$ cat config.mk
export PLATFORM = sky130hd
export DESIGN_NAME = dual_issue_scheduler
export DESIGN_NICKNAME = d
export VERILOG_FILES = /design/src/rtl/scheduler_pkg.sv /design/src/rtl/reg_scoreboard.sv /design/src/rtl/dual_issue_scheduler.sv
export SDC_FILE = /design/constraint.sdc
export NUM_CORES = 1
export LEC_CHECK = 0
export BUFFER_PORTS_ARGS = -buffer_cell sky130_fd_sc_hd__buf_4
export CAP_MARGIN = 10
export CORE_ASPECT_RATIO = 0.7
export CORE_MARGIN = 4
export CORE_UTILIZATION = 50
export DETAILED_ROUTE_END_ITERATION = 16
export HOLD_SLACK_MARGIN = 0.05
export PLACE_DENSITY = 0.82
export SYNTH_ARGS = -nofsm -noshare
export SYNTH_HDL_FRONTEND = slang
export SYNTH_HIERARCHICAL = 1
export SYNTH_SLANG_ARGS = --single-unit
$ cat constraint.sdc
create_clock -name clk -period 9.5 [get_ports clk]
set_input_delay 0.95 -clock clk [delete_from_list [all_inputs] [get_ports clk]]
set_output_delay 0.95 -clock clk [all_outputs]
set_load 0.02 [all_outputs]
$ cat src/rtl/scheduler_pkg.sv
// Shared opcode encoding, latency constants and opcode classification helpers
// for the dual-issue scheduler.
package scheduler_pkg;
  localparam int NREG    = 16;
  localparam int RW      = $clog2(NREG);
  localparam int ALU_LAT = 1;
  localparam int LD_LAT  = 2;
  localparam int MUL_LAT = 3;
  localparam int MAX_LAT = (MUL_LAT > LD_LAT) ? ((MUL_LAT > ALU_LAT) ? MUL_LAT : ALU_LAT)
                                              : ((LD_LAT > ALU_LAT) ? LD_LAT : ALU_LAT);
  localparam int CNT_W   = $clog2(MAX_LAT + 1);

  typedef logic [3:0]       opcode_t;
  typedef logic [CNT_W-1:0] cnt_t;

  localparam opcode_t OP_NOP = 4'h0;
  localparam opcode_t OP_ADD = 4'h1;
  localparam opcode_t OP_SUB = 4'h2;
  localparam opcode_t OP_MUL = 4'h3;
  localparam opcode_t OP_LD  = 4'h4;
  localparam opcode_t OP_ST  = 4'h5;
  localparam opcode_t OP_MOV = 4'h6;
  localparam opcode_t OP_OR  = 4'h7;
  localparam opcode_t OP_AND = 4'h8;
  localparam opcode_t OP_NOT = 4'h9;
  localparam opcode_t OP_LSL = 4'hA;
  localparam opcode_t OP_LSR = 4'hB;
  localparam opcode_t OP_CMP = 4'hC;
  localparam opcode_t OP_UBR = 4'hD;
  localparam opcode_t OP_BEQ = 4'hE;
  localparam opcode_t OP_BGT = 4'hF;

  function automatic logic is_writer(opcode_t op);
    case (op)
      OP_ADD, OP_SUB, OP_MUL, OP_LD, OP_MOV,
      OP_OR, OP_AND, OP_NOT, OP_LSL, OP_LSR: return 1'b1;
      default:                               return 1'b0;
    endcase
  endfunction

  function automatic logic uses_rs1(opcode_t op);
    return (op != OP_NOP) && (op != OP_UBR);
  endfunction

  function automatic logic uses_rs2(opcode_t op);
    case (op)
      OP_ADD, OP_SUB, OP_MUL, OP_CMP, OP_OR,
      OP_AND, OP_LSL, OP_LSR, OP_ST: return 1'b1;
      default:                       return 1'b0;
    endcase
  endfunction

  function automatic logic is_mem(opcode_t op);
    return (op == OP_LD) || (op == OP_ST);
  endfunction

  function automatic logic is_branch(opcode_t op);
    return (op == OP_BEQ) || (op == OP_BGT) || (op == OP_UBR);
  endfunction

  function automatic cnt_t lat_of(opcode_t op);
    case (op)
      OP_LD:   return cnt_t'(LD_LAT);
      OP_MUL:  return cnt_t'(MUL_LAT);
      default: return cnt_t'(ALU_LAT);
    endcase
  endfunction
endpackage

$ cat src/rtl/reg_scoreboard.sv
// Per-register countdown scoreboard: a register is readable once its counter
// reaches zero. A load from either issue slot overrides the decrement.
module reg_scoreboard
  import scheduler_pkg::*;
(
  input  logic            clk,
  input  logic            reset,
  input  logic            ld0_en,
  input  logic [RW-1:0]   ld0_rd,
  input  cnt_t            ld0_lat,
  input  logic            ld1_en,
  input  logic [RW-1:0]   ld1_rd,
  input  cnt_t            ld1_lat,
  output logic [NREG-1:0] ready
);
  cnt_t cnt [NREG];

  always_ff @(posedge clk) begin
    if (reset) begin
      for (int r = 0; r < NREG; r++) cnt[r] <= '0;
    end else begin
      for (int r = 0; r < NREG; r++) begin
        if (ld0_en && ld0_rd == RW'(r))      cnt[r] <= ld0_lat;
        else if (ld1_en && ld1_rd == RW'(r)) cnt[r] <= ld1_lat;
        else if (cnt[r] != '0)               cnt[r] <= cnt[r] - cnt_t'(1);
      end
    end
  end

  always_comb begin
    ready = '0;
    for (int r = 0; r < NREG; r++) ready[r] = (cnt[r] == '0);
  end
endmodule

$ cat src/rtl/dual_issue_scheduler.sv
// In-order dual-issue decision logic: operand readiness, multiplier and
// LD/ST port arbitration, intra-pair hazards and branch flush suppression.
module dual_issue_scheduler
  import scheduler_pkg::*;
(
  input  logic          clk,
  input  logic          reset,
  input  logic          flush,
  input  logic          i0_valid,
  input  logic [3:0]    i0_opcode,
  input  logic [RW-1:0] i0_rd,
  input  logic [RW-1:0] i0_rs1,
  input  logic [RW-1:0] i0_rs2,
  input  logic          i1_valid,
  input  logic [3:0]    i1_opcode,
  input  logic [RW-1:0] i1_rd,
  input  logic [RW-1:0] i1_rs1,
  input  logic [RW-1:0] i1_rs2,
  output logic          issue0,
  output logic          issue1,
  output logic          stall,
  output logic          mul_busy
);
  logic [NREG-1:0] ready;
  cnt_t            mul_cnt;
  logic            src0_ok, src1_ok, mul0, mul1, wr0, wr1, raw01, waw01;

  reg_scoreboard u_sb (
    .clk     (clk),
    .reset   (reset),
    .ld0_en  (issue0 & wr0),
    .ld0_rd  (i0_rd),
    .ld0_lat (lat_of(i0_opcode)),
    .ld1_en  (issue1 & wr1),
    .ld1_rd  (i1_rd),
    .ld1_lat (lat_of(i1_opcode)),
    .ready   (ready)
  );

  always_comb begin
    mul0    = (i0_opcode == OP_MUL);
    mul1    = (i1_opcode == OP_MUL);
    wr0     = is_writer(i0_opcode);
    wr1     = is_writer(i1_opcode);
    src0_ok = (~uses_rs1(i0_opcode) | ready[i0_rs1]) & (~uses_rs2(i0_opcode) | ready[i0_rs2]);
    src1_ok = (~uses_rs1(i1_opcode) | ready[i1_rs1]) & (~uses_rs2(i1_opcode) | ready[i1_rs2]);
    // Slot 1 may not consume or overwrite the result slot 0 is producing this cycle.
    raw01   = wr0 & ((uses_rs1(i1_opcode) & (i1_rs1 == i0_rd)) |
                     (uses_rs2(i1_opcode) & (i1_rs2 == i0_rd)));
    waw01   = wr0 & wr1 & (i1_rd == i0_rd);

    issue0 = i0_valid & ~flush & ~reset & src0_ok & ~(mul0 & mul_busy);
    issue1 = issue0 & i1_valid & src1_ok & ~is_branch(i1_opcode) & ~is_branch(i0_opcode)
           & ~raw01 & ~waw01 & ~(mul1 & (mul0 | mul_busy))
           & ~(is_mem(i0_opcode) & is_mem(i1_opcode));
    stall  = (i0_valid & ~issue0) | (i1_valid & ~issue1);
  end

  assign mul_busy = (mul_cnt != '0);

  always_ff @(posedge clk) begin
    if (reset)                                 mul_cnt <= '0;
    else if ((issue0 & mul0) | (issue1 & mul1)) mul_cnt <= cnt_t'(MUL_LAT);
    else if (mul_busy)                         mul_cnt <= mul_cnt - cnt_t'(1);
  end
endmodule
==> results.toml, run 1 <==
[run_status]
status = "complete, no violations"

[sta]
hold_viol_final = 0
period_needed_ps = 4088
max_freq_ghz = 0.2446
finalSetupViolations = 0
slew_headroom_pct = 57.06
rsz0062_at_grt = "false"
drv_slew = 0
finClkSkew_ps = 9.925
period_share_pct = 43.03
tightest_slew_ps = 642.8
setup-tns-final_ps = 0

[placed_design]
gp_congestion = 0.9970
numPortBuffers = 40
place_hpwl_um = 8651

[worst_hold_path]
holdCritStartpoint = "u_sb/cnt[1][2]"
worst_hold_path_type = "flop to flop"
holdPathStages = 1
hold_end = "u_sb/cnt[1][2]"

[detailed_routing]
m1WireLength_um = 4945
met3_length_um = 1458
viasPerCell = 6.831
drt-pass1-iter-count = 6
wl_per_cell_um = 20.59
vias = 3791
drt.antenna.violating_nets = 0
first_iter_violations = 545
drc = 0
wl_met2_um = 4674
top_layer_used = "met4"
finalWirelength_um = 11430

[grt]
antenna_found_initial = 0
grt_pass1_wl_um = 18150
grt_pass1_vias = 3505
grtUsageTotal_pct = 25.02
overflow = 0
grt_max_degree = 53

[clock_network]
cts_setup_buffers = 0
cts_resized = 0
h-tree-depth = 2
cts_tree = "done"
ctsHoldBuffers = 0
clockRootBuffer = "clkbuf_8"
cts_buffer_depth = 2
clkSinkCount = 34
clk_latency_ps = 300
cts_made_buffers = 5
path_clk_slew_ps = 80

[layout]
insertedDiodeCount = 0
drive_gt1_share_pct = 19.91
most-common-layout-cells = "inv_1, nand2_1, buf_4"
final_common_cell = "inv_1"
syn2layout_area_growth_pct = 11.35
layout.nets = 510

[die]
dieArea_um2 = 9278
ioPinCount = 41
rows = 26
core_um2 = 7417
fp.dieH_um = 81.80
start_util_pct = 52.45
die_w_um = 113.4

[critical_path]
arrival_ps = 4150
worstRegToRegCells = 12
critPathLaunchType = "input pin"
crit_fanout = 52
rrSetupSlack_ps = 5620
worst-setup-path-type = "input pin to flop"
r2r_start = "u_sb/cnt[0][6]"
required_ps = 9560
r2r_end = "u_sb/cnt[1][12]"
end_kind = "flop"

[power_and_ir_drop]
pwr-share-clk_pct = 21.5
p_per_area_nw_per_um2 = 177.4
power.internal_mw = 0.4955
pwr-share-comb_pct = 46.5
p_sw_share_pct = 35.51
peakVddDrop_uv = 88.81
pwr-share-seq_pct = 32.0
p_leak_nw = 1.643
power.total_mw = 0.7684
p_switching_mw = 0.2728

[logic_synthesis]
synth_cells = 431
synth_area_um2 = 3890
synth_seq_cells = 34
syn-num-nets = 485
ys_async_sr_fraction_pct = 0
ys.flop_type = "edfxtp_1"
ys_types = 68
syn_avg_cell_area_um2 = 9.025
synth-seq-area-share_pct = 25.73
ys_warn_count = 6
synth_edf_count = 32

[job]
drv_cap = 0
==> power groups by stage <==
stage / clock network (mW) / registers (mW) / logic (mW)
floorplan: 0 / 0.243 / 0.250
global placement: 0 / 0.247 / 0.335
global route: 0.174 / 0.250 / 0.389
finish: 0.165 / 0.246 / 0.357
detailed placement: 0 / 0.249 / 0.348
CTS: 0.168 / 0.246 / 0.349
==> worst max path at each step <==
stage                       to  cells past startpoint         start
4_1_cts         u_sb/cnt[1][5]                     11         reset
5_1_grt         u_sb/cnt[1][5]                     11         reset
3_5_place_dp    u_sb/cnt[1][5]                     11         reset
6_report        u_sb/cnt[1][5]                     11         reset
2_1_floorplan  u_sb/cnt[1][12]                     12     i0_rs1[1]
3_3_place_gp   u_sb/cnt[1][12]                     11  i0_opcode[2]
==> registers in the layout, summed over array words and instances, names as in the netlist <==
signal,cells
u_sb/cnt,32
mul_cnt,2
==> critical path: stages <==
cell and delay (ps):
buf_4 260, nor3b_1 330, o21ai_0 190, nor4_1 350
o31ai_2 190, inv_1 100, and3_1 570, nand3b_1 300
o211ai_1 350, mux2_2 380, o21a_1 170
==> logic make-up (layout without fill, tap and decap cells) <==
logic type / Yosys count / count (layout) / synth area share [%]
multiplexers: 32 / 32 / 13.93
AND/OR/NAND/NOR: 178 / 178 / 26.38
flip-flops: 34 / 34 / 25.73
XOR/XNOR: 13 / 13 / 2.927
AO/OA/AOI/OAI: 92 / 92 / 18.37
adder cells (fa/ha/maj): 17 / 17 / 5.468
buffers and inverters: 65 / 91 / 7.204
==> layer usage <==
| metal | vias to the layer above | track usage (%) |
|---|---|---|
| li1 | 1698 | - |
| met1 | 1769 | 35.92 |
| met2 | 279 | 36.94 |
| met3 | 45 | 6.259 |
| met4 | 0 | 8.283 |
| met5 | - | 0 |
==> metrics by stage <==
step / utilization [%] / cells / worst slack, ps / hold WS (ps) / instance area [um2]
final: 58.40 / 555 / 5412 / 608.9 / 4332
after global routing: 58.40 / 555 / 5185 / 652.0 / 4332
after CTS: 58.40 / 555 / 5489 / 611.2 / 4332
after detailed placement: 56.55 / 547 / 5172 / 599.2 / 4194
after global placement: 56.55 / 547 / 5341 / 589.0 / 4194
after floorplan: - / 431 / 5560 / 559.7 / 3890
==> final cells by class <==
class | instances | area [um2]
Sequential cell | 34 | 1001
Clock buffer | 5 | 68.82
Timing Repair Buffer | 40 | 300.3
Inverter | 43 | 161.4
Multi-Input combinational cell | 332 | 2609
Fill cell | 649 | 3085
Tap cell | 98 | 122.6
Clock inverter | 3 | 68.82
==> synth_stat cells (3+ instances only) <==
library cell | n | area, um2
a221oi_1 | 6 | 52.55
mux4_1 | 4 | 105.1
nand3_1 | 7 | 35.03
o211ai_1 | 4 | 30.03
buf_2 | 9 | 45.04
nand2_1 | 42 | 157.7
o21ai_0 | 13 | 65.06
edfxtp_1 | 32 | 960.9
nand2b_1 | 8 | 50.05
nor2_1 | 22 | 82.58
nand4_1 | 10 | 62.56
and3_1 | 4 | 25.02
nor2b_1 | 10 | 62.56
a221oi_2 | 4 | 60.06
mux2i_1 | 5 | 50.05
a21oi_1 | 11 | 55.05
a31oi_1 | 6 | 37.54
and2_1 | 5 | 31.28
inv_1 | 43 | 161.4
mux4_2 | 11 | 247.7
a211o_1 | 4 | 35.03
mux2_2 | 6 | 67.56
clkbuf_1 | 9 | 33.78
nor4_1 | 5 | 31.28
xor2_1 | 13 | 113.9
a32oi_1 | 3 | 26.28
mux2_1 | 5 | 56.30
nor3_1 | 18 | 90.09
ha_1 | 17 | 212.7
or4_1 | 9 | 67.56
o21a_1 | 10 | 75.07
nor3b_1 | 5 | 37.54
nand3b_1 | 8 | 60.06
o221ai_1 | 18 | 157.7
Power figures use the tool's default switching activity.
==> inputs of run 2 (changes only) <==
==> constraint.sdc (replaced) <==
create_clock -name clk -period 4.2 [get_ports clk]
set_input_delay 0.42 -clock clk [delete_from_list [all_inputs] [get_ports clk]]
set_output_delay 0.42 -clock clk [all_outputs]
set_load 0.02 [all_outputs]
==> run 2 against run 1 <==
  * Worst setup slack got worse by 5100 ps
  * Total power rose by 110%
  * Global-route usage grew 0.68 points
  * First-iteration DRC count shrank 21%
  * Combinational power rose by 130%
==> results.toml, run 2 (same netlist as run 1, synthesis figures left out) <==
[power_and_ir_drop]
power.internal_mw = 1.016
p_per_area_nw_per_um2 = 380.7
p_sw_share_pct = 37.92
pwr-share-comb_pct = 49.5
p_switching_mw = 0.6204
peakVddDrop_uv = 171.6
pwr-share-seq_pct = 34.0
pwr-share-clk_pct = 16.5
p_leak_nw = 1.627
power.total_mw = 1.636

[detailed_routing]
drc = 0
wl_per_cell_um = 21.43
vias = 3753
drt.antenna.violating_nets = 0
viasPerCell = 6.750
drt-pass1-iter-count = 7
finalWirelength_um = 11920
first_iter_violations = 428

[sta]
finClkSkew_ps = 10.76
setup-tns-final_ps = 0
drv_slew = 0
hold_viol_final = 0
rsz0062_at_grt = "false"
max_freq_ghz = 0.2599
finalSetupViolations = 0
period_needed_ps = 3848
tightest_slew_ps = 739.9
slew_headroom_pct = 50.30
period_share_pct = 91.61

[layout]
layout.nets = 511
insertedDiodeCount = 0
syn2layout_area_growth_pct = 10.45
final_common_cell = "inv_1"
largest_register_ffs = 32
top_regs = "u_sb/cnt: 32 flops, mul_cnt: 2 flops"
drive_gt1_share_pct = 20.09
finalInstanceArea_um2 = 4297
registers.top_by_ff_count = "u_sb/cnt"
fill_cells = 645
most-common-layout-cells = "inv_1, nand2_1, buf_4"

[die]
ioPinCount = 41
start_util_pct = 52.45
rows = 26
core_um2 = 7417
die_w_um = 113.4
fp.dieH_um = 81.80
dieArea_um2 = 9278

[worst_hold_path]
holdCritStartpoint = "i1_opcode[1]"
hold_end = "mul_cnt[1]"
holdPathStages = 3
worst_hold_path_type = "input pin to flop"

[clock_network]
cts_setup_buffers = 0
cts_resized = 0
cts_buffer_depth = 2
ctsHoldBuffers = 0
h-tree-depth = 2
cts_tree = "done"
path_clk_slew_ps = 80
clockRootBuffer = "clkbuf_8"
clkSinkCount = 34
clk_latency_ps = 300
cts_made_buffers = 5

[grt]
antenna_found_initial = 0
grt_pass1_vias = 3546
grtUsageTotal_pct = 25.69
grt_use_met1_pct = 35.44
grt_most_used_layer = "met2"
grt_pass1_wl_um = 18460
grt_max_degree = 52
overflow = 0
met3_usage_pct = 10.09
gr-usage-met2_pct = 37.94

[run_status]
status = "complete, no violations"

[critical_path]
worstRegToRegCells = 12
crit_fanout = 20
worst-setup-path-type = "flop to flop"
critPathLaunchType = "flop"
arrival_ps = 3900
required_ps = 4250
r2r_end = "u_sb/cnt[1][4]"
r2r_start = "u_sb/cnt[1][2]"
end_kind = "flop"
rrSetupSlack_ps = 350

[placed_design]
gp_congestion = 0.9813
numPortBuffers = 40
placedInstanceArea_um2 = 4202
place_hpwl_um = 9045

[job]
drv_cap = 0
[run 2: layer usage]
metal	part of all wire, %	vias to the layer above
met3	16	36
met4	1.8	0
li1	-	1697
met1	41	1750
met5	0	-
met2	42	270
[run 2: cell type report]
type | count | area (um2) | area share, %
well taps | 98 | 122.6 | 2.854
clock buffers | 6 | 82.58 | 1.922
flip-flops and latches | 34 | 1001 | 23.30
multi-input cells | 332 | 2609 | 60.72
repair buffers | 41 | 307.8 | 7.164
clock inverters | 2 | 12.51 | 0.2912
inverters | 43 | 161.4 | 3.757
[run 2: critical path, stage by stage, from the launching register on]
cell,delay [ps]
edfxtp_1,400
inv_1,70
ha_1,340
mux4_2,310
mux2i_1,80
o211ai_1,300
o31ai_2,200
inv_1,100
and3_1,570
nand3b_1,340
o211ai_1,360
mux2_2,370
o21a_1,160
[run 2: per-stage QoR]
step | setup slack, ps | hold slack (ps) | utilization, % | std cells
6_report | 352.4 | 496.7 | 57.93 | 556
5_1_grt | 143.9 | 499.9 | 57.93 | 556
4_1_cts | 479.7 | 487.2 | 57.93 | 556
3_5_place_dp | 481.0 | 592.8 | 56.65 | 548
3_3_place_gp | 570.2 | 587.8 | 56.65 | 548
2_1_floorplan | 789.7 | 559.4 | - | 431
[run 2: worst max-delay path by stage]
| stage | start | to | slack (ps) | depth (start not counted) |
|---|---|---|---|---|
| finish | u_sb/cnt[1][2] | u_sb/cnt[1][4] | 350 | 12 |
| global route | u_sb/cnt[1][2] | u_sb/cnt[1][4] | 140 | 12 |
| CTS | u_sb/cnt[0][14] | u_sb/cnt[1][12] | 480 | 12 |
| detailed placement | u_sb/cnt[1][12] | u_sb/cnt[1][12] | 480 | 12 |
| global placement | u_sb/cnt[0][10] | u_sb/cnt[1][12] | 570 | 12 |
| floorplan | i0_rs1[1] | u_sb/cnt[1][12] | 790 | 12 |
[run 2: power groups by stage]
stage / registers [mW] / clock network [mW] / logic [mW]
floorplan: 0.551 / 0 / 0.565
global placement: 0.558 / 0 / 0.753
detailed placement: 0.565 / 0 / 0.787
CTS: 0.557 / 0.277 / 0.791
global route: 0.568 / 0.290 / 0.880
finish: 0.557 / 0.270 / 0.809
